**config.mk**
```make
export PLATFORM = sky130hd
export DESIGN_NAME = bmp_stream_writer
export DESIGN_NICKNAME = d
export VERILOG_FILES = /design/src/rtl/bmp_stream_writer.sv
export SDC_FILE = /design/constraint.sdc
export NUM_CORES = 1
export LEC_CHECK = 0
export BUFFER_PORTS_ARGS = -buffer_cell sky130_fd_sc_hd__buf_2
export CAP_MARGIN = 20
export CORE_MARGIN = 5
export CORE_UTILIZATION = 55
export DETAILED_ROUTE_END_ITERATION = 16
export GPL_ROUTABILITY_DRIVEN = 0
export HOLD_SLACK_MARGIN = 0.15
export MAX_ROUTING_LAYER = met4
export PLACE_DENSITY_LB_ADDON = 0.12
export SYNTH_ARGS = -nofsm -noshare
export SYNTH_HDL_FRONTEND = slang
export SYNTH_SLANG_ARGS = --single-unit
```
**constraint.sdc**
```tcl
create_clock -name clk -period 4.6 [get_ports clk]
set_input_delay 0.92 -clock clk [delete_from_list [all_inputs] [get_ports clk]]
set_output_delay 0.92 -clock clk [all_outputs]
set_load 0.01 [all_outputs]
```
**src/rtl/bmp_stream_writer.sv**
```systemverilog
// bmp_stream_writer: streams a 24-bit BMP file (54-byte header, then pixel rows
// with 4-byte row padding) from a valid/ready pixel-beat input, without a frame buffer.
module bmp_stream_writer #(
    parameter int unsigned WIDTH       = 768,
    parameter int unsigned HEIGHT      = 512,
    parameter int unsigned PIX_PER_CLK = 2,
    parameter bit          TOP_DOWN    = 1'b1
) (
    input  logic                     clk,
    input  logic                     rst,
    input  logic                     start,
    input  logic                     in_valid,
    output logic                     in_ready,
    input  logic [8*PIX_PER_CLK-1:0] in_r,
    input  logic [8*PIX_PER_CLK-1:0] in_g,
    input  logic [8*PIX_PER_CLK-1:0] in_b,
    output logic                     out_valid,
    input  logic                     out_ready,
    output logic [7:0]               out_byte,
    output logic                     out_last,
    output logic                     busy,
    output logic                     frame_done
);

    localparam int unsigned ROW_BYTES     = 3 * WIDTH;
    localparam int unsigned PAD_BYTES     = (4 - (ROW_BYTES % 4)) % 4;
    localparam int unsigned IMG_BYTES     = (ROW_BYTES + PAD_BYTES) * HEIGHT;
    localparam int unsigned FILE_BYTES    = 54 + IMG_BYTES;
    localparam int unsigned LANE_BYTES    = 3 * PIX_PER_CLK;
    localparam int unsigned BEATS_PER_ROW = WIDTH / PIX_PER_CLK;
    localparam int unsigned TOTAL_BEATS   = BEATS_PER_ROW * HEIGHT;
    localparam bit          HAS_PAD       = (PAD_BYTES != 0);

    localparam int LANE_W  = $clog2(LANE_BYTES);
    localparam int LANE_SLOTS = 1 << LANE_W;
    localparam int COL_W   = (BEATS_PER_ROW > 1) ? $clog2(BEATS_PER_ROW) : 1;
    localparam int ROW_W   = (HEIGHT > 1) ? $clog2(HEIGHT) : 1;
    localparam int BEAT_W  = $clog2(TOTAL_BEATS + 1);

    localparam logic [31:0] HDR_FSIZE  = 32'(FILE_BYTES);
    localparam logic [31:0] HDR_IMG    = 32'(IMG_BYTES);
    localparam logic [31:0] HDR_WIDTH  = 32'(WIDTH);
    localparam logic [31:0] HDR_HEIGHT = TOP_DOWN ? (32'd0 - 32'(HEIGHT)) : 32'(HEIGHT);

    typedef enum logic [2:0] {
        S_IDLE,
        S_HEADER,
        S_PIXEL,
        S_PAD,
        S_DONE
    } state_t;

    state_t r_state;
    state_t w_stateNext;

    logic [5:0]              r_hdrIdx;
    logic [LANE_W-1:0]       r_lane;
    logic [COL_W-1:0]        r_col;
    logic [ROW_W-1:0]        r_row;
    logic [1:0]              r_pad;
    logic [BEAT_W-1:0]       r_beats;
    logic                    r_holdFull;
    logic [8*PIX_PER_CLK-1:0] r_holdR;
    logic [8*PIX_PER_CLK-1:0] r_holdG;
    logic [8*PIX_PER_CLK-1:0] r_holdB;

    logic       w_lastHdr;
    logic       w_lastLane;
    logic       w_lastCol;
    logic       w_lastRow;
    logic       w_lastPad;
    logic       w_xfer;
    logic       w_pixDone;
    logic       w_inFire;
    logic [7:0] w_beatBytes [LANE_SLOTS];

    // Fixed header contents; every field not listed is zero.
    function automatic logic [7:0] headerByte(input logic [5:0] idx);
        case (idx)
            6'd0:    return 8'h42;
            6'd1:    return 8'h4D;
            6'd2:    return HDR_FSIZE[7:0];
            6'd3:    return HDR_FSIZE[15:8];
            6'd4:    return HDR_FSIZE[23:16];
            6'd5:    return HDR_FSIZE[31:24];
            6'd10:   return 8'd54;
            6'd14:   return 8'd40;
            6'd18:   return HDR_WIDTH[7:0];
            6'd19:   return HDR_WIDTH[15:8];
            6'd20:   return HDR_WIDTH[23:16];
            6'd21:   return HDR_WIDTH[31:24];
            6'd22:   return HDR_HEIGHT[7:0];
            6'd23:   return HDR_HEIGHT[15:8];
            6'd24:   return HDR_HEIGHT[23:16];
            6'd25:   return HDR_HEIGHT[31:24];
            6'd26:   return 8'd1;
            6'd28:   return 8'd24;
            6'd34:   return HDR_IMG[7:0];
            6'd35:   return HDR_IMG[15:8];
            6'd36:   return HDR_IMG[23:16];
            6'd37:   return HDR_IMG[31:24];
            default: return 8'h00;
        endcase
    endfunction

    assign w_lastHdr  = (r_hdrIdx == 6'd53);
    assign w_lastLane = (r_lane == LANE_W'(LANE_BYTES - 1));
    assign w_lastCol  = (r_col == COL_W'(BEATS_PER_ROW - 1));
    assign w_lastRow  = (r_row == ROW_W'(HEIGHT - 1));
    assign w_lastPad  = (r_pad == 2'(PAD_BYTES - 1));
    assign w_xfer     = out_valid & out_ready;
    assign w_pixDone  = (r_state == S_PIXEL) & w_xfer & w_lastLane;
    // Ready looks at the post-transfer empty flag so the hold register can refill back to back.
    assign in_ready   = busy & (~r_holdFull | w_pixDone) & (r_beats < BEAT_W'(TOTAL_BEATS));
    assign w_inFire   = in_valid & in_ready;

    // Flatten the held beat into byte order B,G,R per pixel, leftmost pixel first.
    always_comb begin
        for (int i = 0; i < LANE_SLOTS; i++) begin
            w_beatBytes[i] = 8'h00;
        end
        for (int p = 0; p < int'(PIX_PER_CLK); p++) begin
            w_beatBytes[3*p]     = r_holdB[8*p +: 8];
            w_beatBytes[3*p + 1] = r_holdG[8*p +: 8];
            w_beatBytes[3*p + 2] = r_holdR[8*p +: 8];
        end
    end

    // State register.
    always_ff @(posedge clk or posedge rst) begin
        if (rst) begin
            r_state <= S_IDLE;
        end else begin
            r_state <= w_stateNext;
        end
    end

    // Next-state decode and stream outputs for the current phase.
    always_comb begin
        w_stateNext = r_state;
        out_valid   = 1'b0;
        out_byte    = 8'h00;
        out_last    = 1'b0;
        busy        = 1'b0;
        frame_done  = 1'b0;
        case (r_state)
            S_IDLE: begin
                if (start) begin
                    w_stateNext = S_HEADER;
                end
            end
            S_HEADER: begin
                busy      = 1'b1;
                out_valid = 1'b1;
                out_byte  = headerByte(r_hdrIdx);
                if (out_ready && w_lastHdr) begin
                    w_stateNext = S_PIXEL;
                end
            end
            S_PIXEL: begin
                busy      = 1'b1;
                out_valid = r_holdFull;
                out_byte  = w_beatBytes[r_lane];
                out_last  = !HAS_PAD && w_lastRow && w_lastCol && w_lastLane;
                if (r_holdFull && out_ready && w_lastLane && w_lastCol) begin
                    if (HAS_PAD) begin
                        w_stateNext = S_PAD;
                    end else if (w_lastRow) begin
                        w_stateNext = S_DONE;
                    end
                end
            end
            S_PAD: begin
                busy      = 1'b1;
                out_valid = 1'b1;
                out_last  = w_lastRow && w_lastPad;
                if (out_ready && w_lastPad) begin
                    w_stateNext = w_lastRow ? S_DONE : S_PIXEL;
                end
            end
            S_DONE: begin
                frame_done  = 1'b1;
                w_stateNext = S_IDLE;
            end
            default: begin
                w_stateNext = S_IDLE;
            end
        endcase
    end

    // Position counters and the one-beat input holding register.
    always_ff @(posedge clk or posedge rst) begin
        if (rst) begin
            r_hdrIdx   <= '0;
            r_lane     <= '0;
            r_col      <= '0;
            r_row      <= '0;
            r_pad      <= '0;
            r_beats    <= '0;
            r_holdFull <= 1'b0;
            r_holdR    <= '0;
            r_holdG    <= '0;
            r_holdB    <= '0;
        end else begin
            if (w_inFire) begin
                r_holdFull <= 1'b1;
                r_holdR    <= in_r;
                r_holdG    <= in_g;
                r_holdB    <= in_b;
                r_beats    <= r_beats + 1'b1;
            end else if (w_pixDone) begin
                r_holdFull <= 1'b0;
            end
            case (r_state)
                S_IDLE: begin
                    if (start) begin
                        r_hdrIdx   <= '0;
                        r_lane     <= '0;
                        r_col      <= '0;
                        r_row      <= '0;
                        r_pad      <= '0;
                        r_beats    <= '0;
                        r_holdFull <= 1'b0;
                    end
                end
                S_HEADER: begin
                    if (w_xfer) begin
                        r_hdrIdx <= w_lastHdr ? 6'd0 : r_hdrIdx + 6'd1;
                    end
                end
                S_PIXEL: begin
                    if (w_xfer) begin
                        r_lane <= w_lastLane ? '0 : r_lane + 1'b1;
                        if (w_lastLane) begin
                            r_col <= w_lastCol ? '0 : r_col + 1'b1;
                            if (w_lastCol && !HAS_PAD && !w_lastRow) begin
                                r_row <= r_row + 1'b1;
                            end
                        end
                    end
                end
                S_PAD: begin
                    if (w_xfer) begin
                        r_pad <= w_lastPad ? 2'd0 : r_pad + 2'd1;
                        if (w_lastPad && !w_lastRow) begin
                            r_row <= r_row + 1'b1;
                        end
                    end
                end
                default: begin
                end
            endcase
        end
    end

endmodule

```
==> out/qor.yml <==
clocking:
  h-tree-depth: 3
  cts-root-buf: "clkbuf_8"
  cts_hold_buffers: 0
  tritoncts: "done"
  cts_buffers: 9
  cts_setup_buffers: 0
  clk_pin_slew_worst_paths_ps: 100
  numClockSinks: 99
  insertion_delay_ps: 370
  postCtsResizedCells: 0
  cts_max_path_buffers: 2
logic_synthesis:
  synth_top_family_by_area: "simple AND/OR/NAND/NOR gates"
  synth_adder_area_share_pct: 2.83
  synth-edff-count: 0
  synth-compound-area-share_pct: 12.7
  yosysSeqAreaShare_pct: 46.7
  postSynth.asyncResetShare_pct: 100
  ys_ff_latch: 99
  netlist_top_cells_area: "dfrtp_1, nand2_1, o21ai_0"
  netlist_instances: 602
  yosysWarnings: 0
  synth_top_cell_area_share_pct: 46.7
  synth_simple_gate_area_share_pct: 26.8
  synth.avg_cell_area_um2: 8.82
  synth_fp_nets: 667
  synth_area_leader_cell: "dfrtp_1"
  synth_flop_cell: "dfrtp_1"
  yosysUniqueCellTypes: 55
  synth_mux_area_share_pct: 6.20
  synth.cell_area_mm2: 0.00531
  synth_xor_area_share_pct: 1.65
timing:
  max_freq_ghz: 0.281
  finalMaxSlewViolations: 0
  skew_ps: 13.6
  rsz0062_at_grt: "no"
  setup_violations: 0
  post-route-period-util_pct: 77.3
  fin_hold_ws_ps: 449
  tns_ps: 0
  hold_viol_final: 0
  finalCriticalPeriod_ps: 3550
  tightest_slew_ps: 938
  slew_headroom_pct: 37.5
job:
  max_cap_violations: 0
worst_setup_path:
  cp_top_family: "flip-flops"
  endpoint_kind: "output port"
  cp-start-kind: "flop"
  path_class: "reg2out"
  path_buf_inv: 1
  critPathMaxFanout: 19
  cp_slowest_stage_delay_ps: 970
  critPathSlowestCell: "dfrtp_1"
  rrSetupSlack_ps: 1560
  cp_data_required_time_ps: 3680
  timing.rr.end: "r_beats[2]"
  arrival_ps: 2630
  rr_startpoint: "r_lane[0]"
  cp_cell_sequence: "nand3b_1 -> or4_1 -> a21oi_1 -> buf_2"
  reg2reg_depth: 6
placed_design:
  portBuffers: 65
  dp_hpwl_um: 8470
finish:
  syn2layout_area_growth_pct: 12.1
  n_antenna_cell: 0
  n_fill_cell: 818
  nNetsFinal: 717
  final_util_pct: 63.8
  drive_gt1_share_pct: 16.4
drt:
  wl_per_cell_um: 15.2
  routed_wl_um: 12000
  antenna_left: 0
  vias: 4449
  drtPass1Iterations: 5
  drt-initial-drc-count: 255
  route.detailed.drc: 0
  viasPerCell: 5.66
global_routing:
  grt_pass1_vias: 4234
  grt_pass1_wl_um: 20200
  grt_usage_pct: 22.1
  grtUsageMet1_pct: 31.5
  antenna_found_initial: 0
  use_met3_pct: 3.46
  grt_use_met2_pct: 33.7
  grt_start_max_net_pins: 83
  busiest_layer: "met2"
  grt_overflow: 0
floorplanning:
  fp.dieW_um: 108
  rows: 35
  die_h_um: 108
  ios: 66
  core_mm2: 0.00933
  dieArea_mm2: 0.0117
  initial_core_util_pct: 56.9
power:
  powerDensity_mw_per_mm2: 527
  peakVddDrop_mv: 0.274
  leakage_nw: 2.83
status:
  status: "completed"
min_path:
  holdCritPathClass: "in2async"
==> metal layers <==
layer  wire (um)  vias to the layer above
met1        5730                     2140
li1            -                     2200
met2        5680                      103
met3         473                        6
met5           0                        -
met4          69                        0
==> synthesized netlist by cell type (all sizes together) (3+ instances only) <==
cell and number:
nor2b 5, nand3b 4, and2 7, a21oi 17, o31ai 13, a31oi 4, nand3 26, mux4 8
nand4 11, dfrtp 99, ha 12, nor3 4, clkbuf 24, o211ai 3, or4 6, nor4 4
a22o 5, mux2i 7, xor2 6, buf 8, and3 9, mux2 7, nand2b 9, nor3b 4
o21ai 39, xnor2 4, a22oi 7, nand2 174, nor2 33, inv 10, or3 8
==> per-stage QoR <==
stage                     setup slack (ps)  instances  power [W]  cell area, um^2
final                                 1050        786    0.00313             5950
after global routing                   850        786    0.00338             5950
after CTS                             1020        784    0.00314             5920
after detailed placement              1430        768    0.00253             5700
after global placement                1490        768    0.00249             5700
after floorplan                       1090        602    0.00221             5310
==> cells by family (layout without fill, tap and decap cells) <==
family | count (synthesis) | after routing
AO/OA/AOI/OAI | 106 | 106
buffers and inverters | 42 | 97
flip-flops | 99 | 99
XOR/XNOR | 10 | 10
multiplexers | 22 | 22
adder cells (fa/ha/maj) | 12 | 12
AND/OR/NAND/NOR | 311 | 311
==> state kept, by name, summed over array words and instances (netlist names) <==
| name | flops |
|---|---|
| r_pad | 2 |
| r_holdFull | 1 |
| r_holdB | 16 |
| r_beats | 18 |
| r_row | 9 |
| r_holdG | 16 |
| r_col | 9 |
| r_state | 3 |
| r_holdR | 16 |
| r_lane | 3 |
| r_hdrIdx | 6 |
==> cell usage in the layout, fill, tap and decap left out, types with 4 or more instances in the layout <==
cell type and instances:
mux2_2 7, nand3_1 25, ha_1 12, xor2_1 6
a21oi_1 17, nor2b_1 5, buf_2 65, nand4_1 11
o21ai_0 39, nand3b_1 4, buf_4 4, nor3b_1 4
o31ai_1 12, and2_1 7, mux4_2 8, nor2_1 33
nand2b_1 9, inv_1 9, a22oi_1 7, nand2_1 174
dfrtp_1 99, xnor2_1 4, nor4_1 4, and3_1 9
a22o_1 5, or4_1 5, a31oi_1 4, nor3_1 4
mux2i_1 7, clkbuf_8 9, or3_1 8
==> how the worst max path moves through the flow <==
stage | cells past startpoint | start | to | slack [ps]
final | 4 | r_lane[0] | out_last | 1050
after global routing | 4 | r_lane[0] | out_last | 850
after CTS | 4 | r_lane[0] | out_last | 1020
after detailed placement | 4 | r_lane[0] | out_last | 1430
after global placement | 4 | r_lane[0] | out_last | 1490
after floorplan | 1 | rst | r_beats[0] | 1090
==> power breakdown <==
| group | internal (W) | total [W] | leakage, nW | switching (W) |
|---|---|---|---|---|
| clock | 0.000267 | 0.000605 | 0.110 | 0.000338 |
| combinational | 0.000489 | 0.00109 | 1.44 | 0.000597 |
| sequential | 0.00115 | 0.00144 | 1.28 | 0.000289 |
==> worst register-to-register path, stage by stage, from the launching register on <==
cell and delay, ps:
dfrtp_1 970, nand3b_1 370, o31ai_2 670, and3_1 240, buf_4 400, nand2_1 140
mux2i_1 130
==> area by class of cell <==
cell class	instances	area, um^2	share of cell area (%)
well taps	129	161	2.71
clock buffers	9	124	2.08
multi-input cells	461	2670	44.9
flip-flops and latches	99	2480	41.6
inverters	10	40.0	0.673
clock inverters	7	90.1	1.51
repair buffers	71	387	6.50
Note: power is estimated with default switching activity, not from simulation.
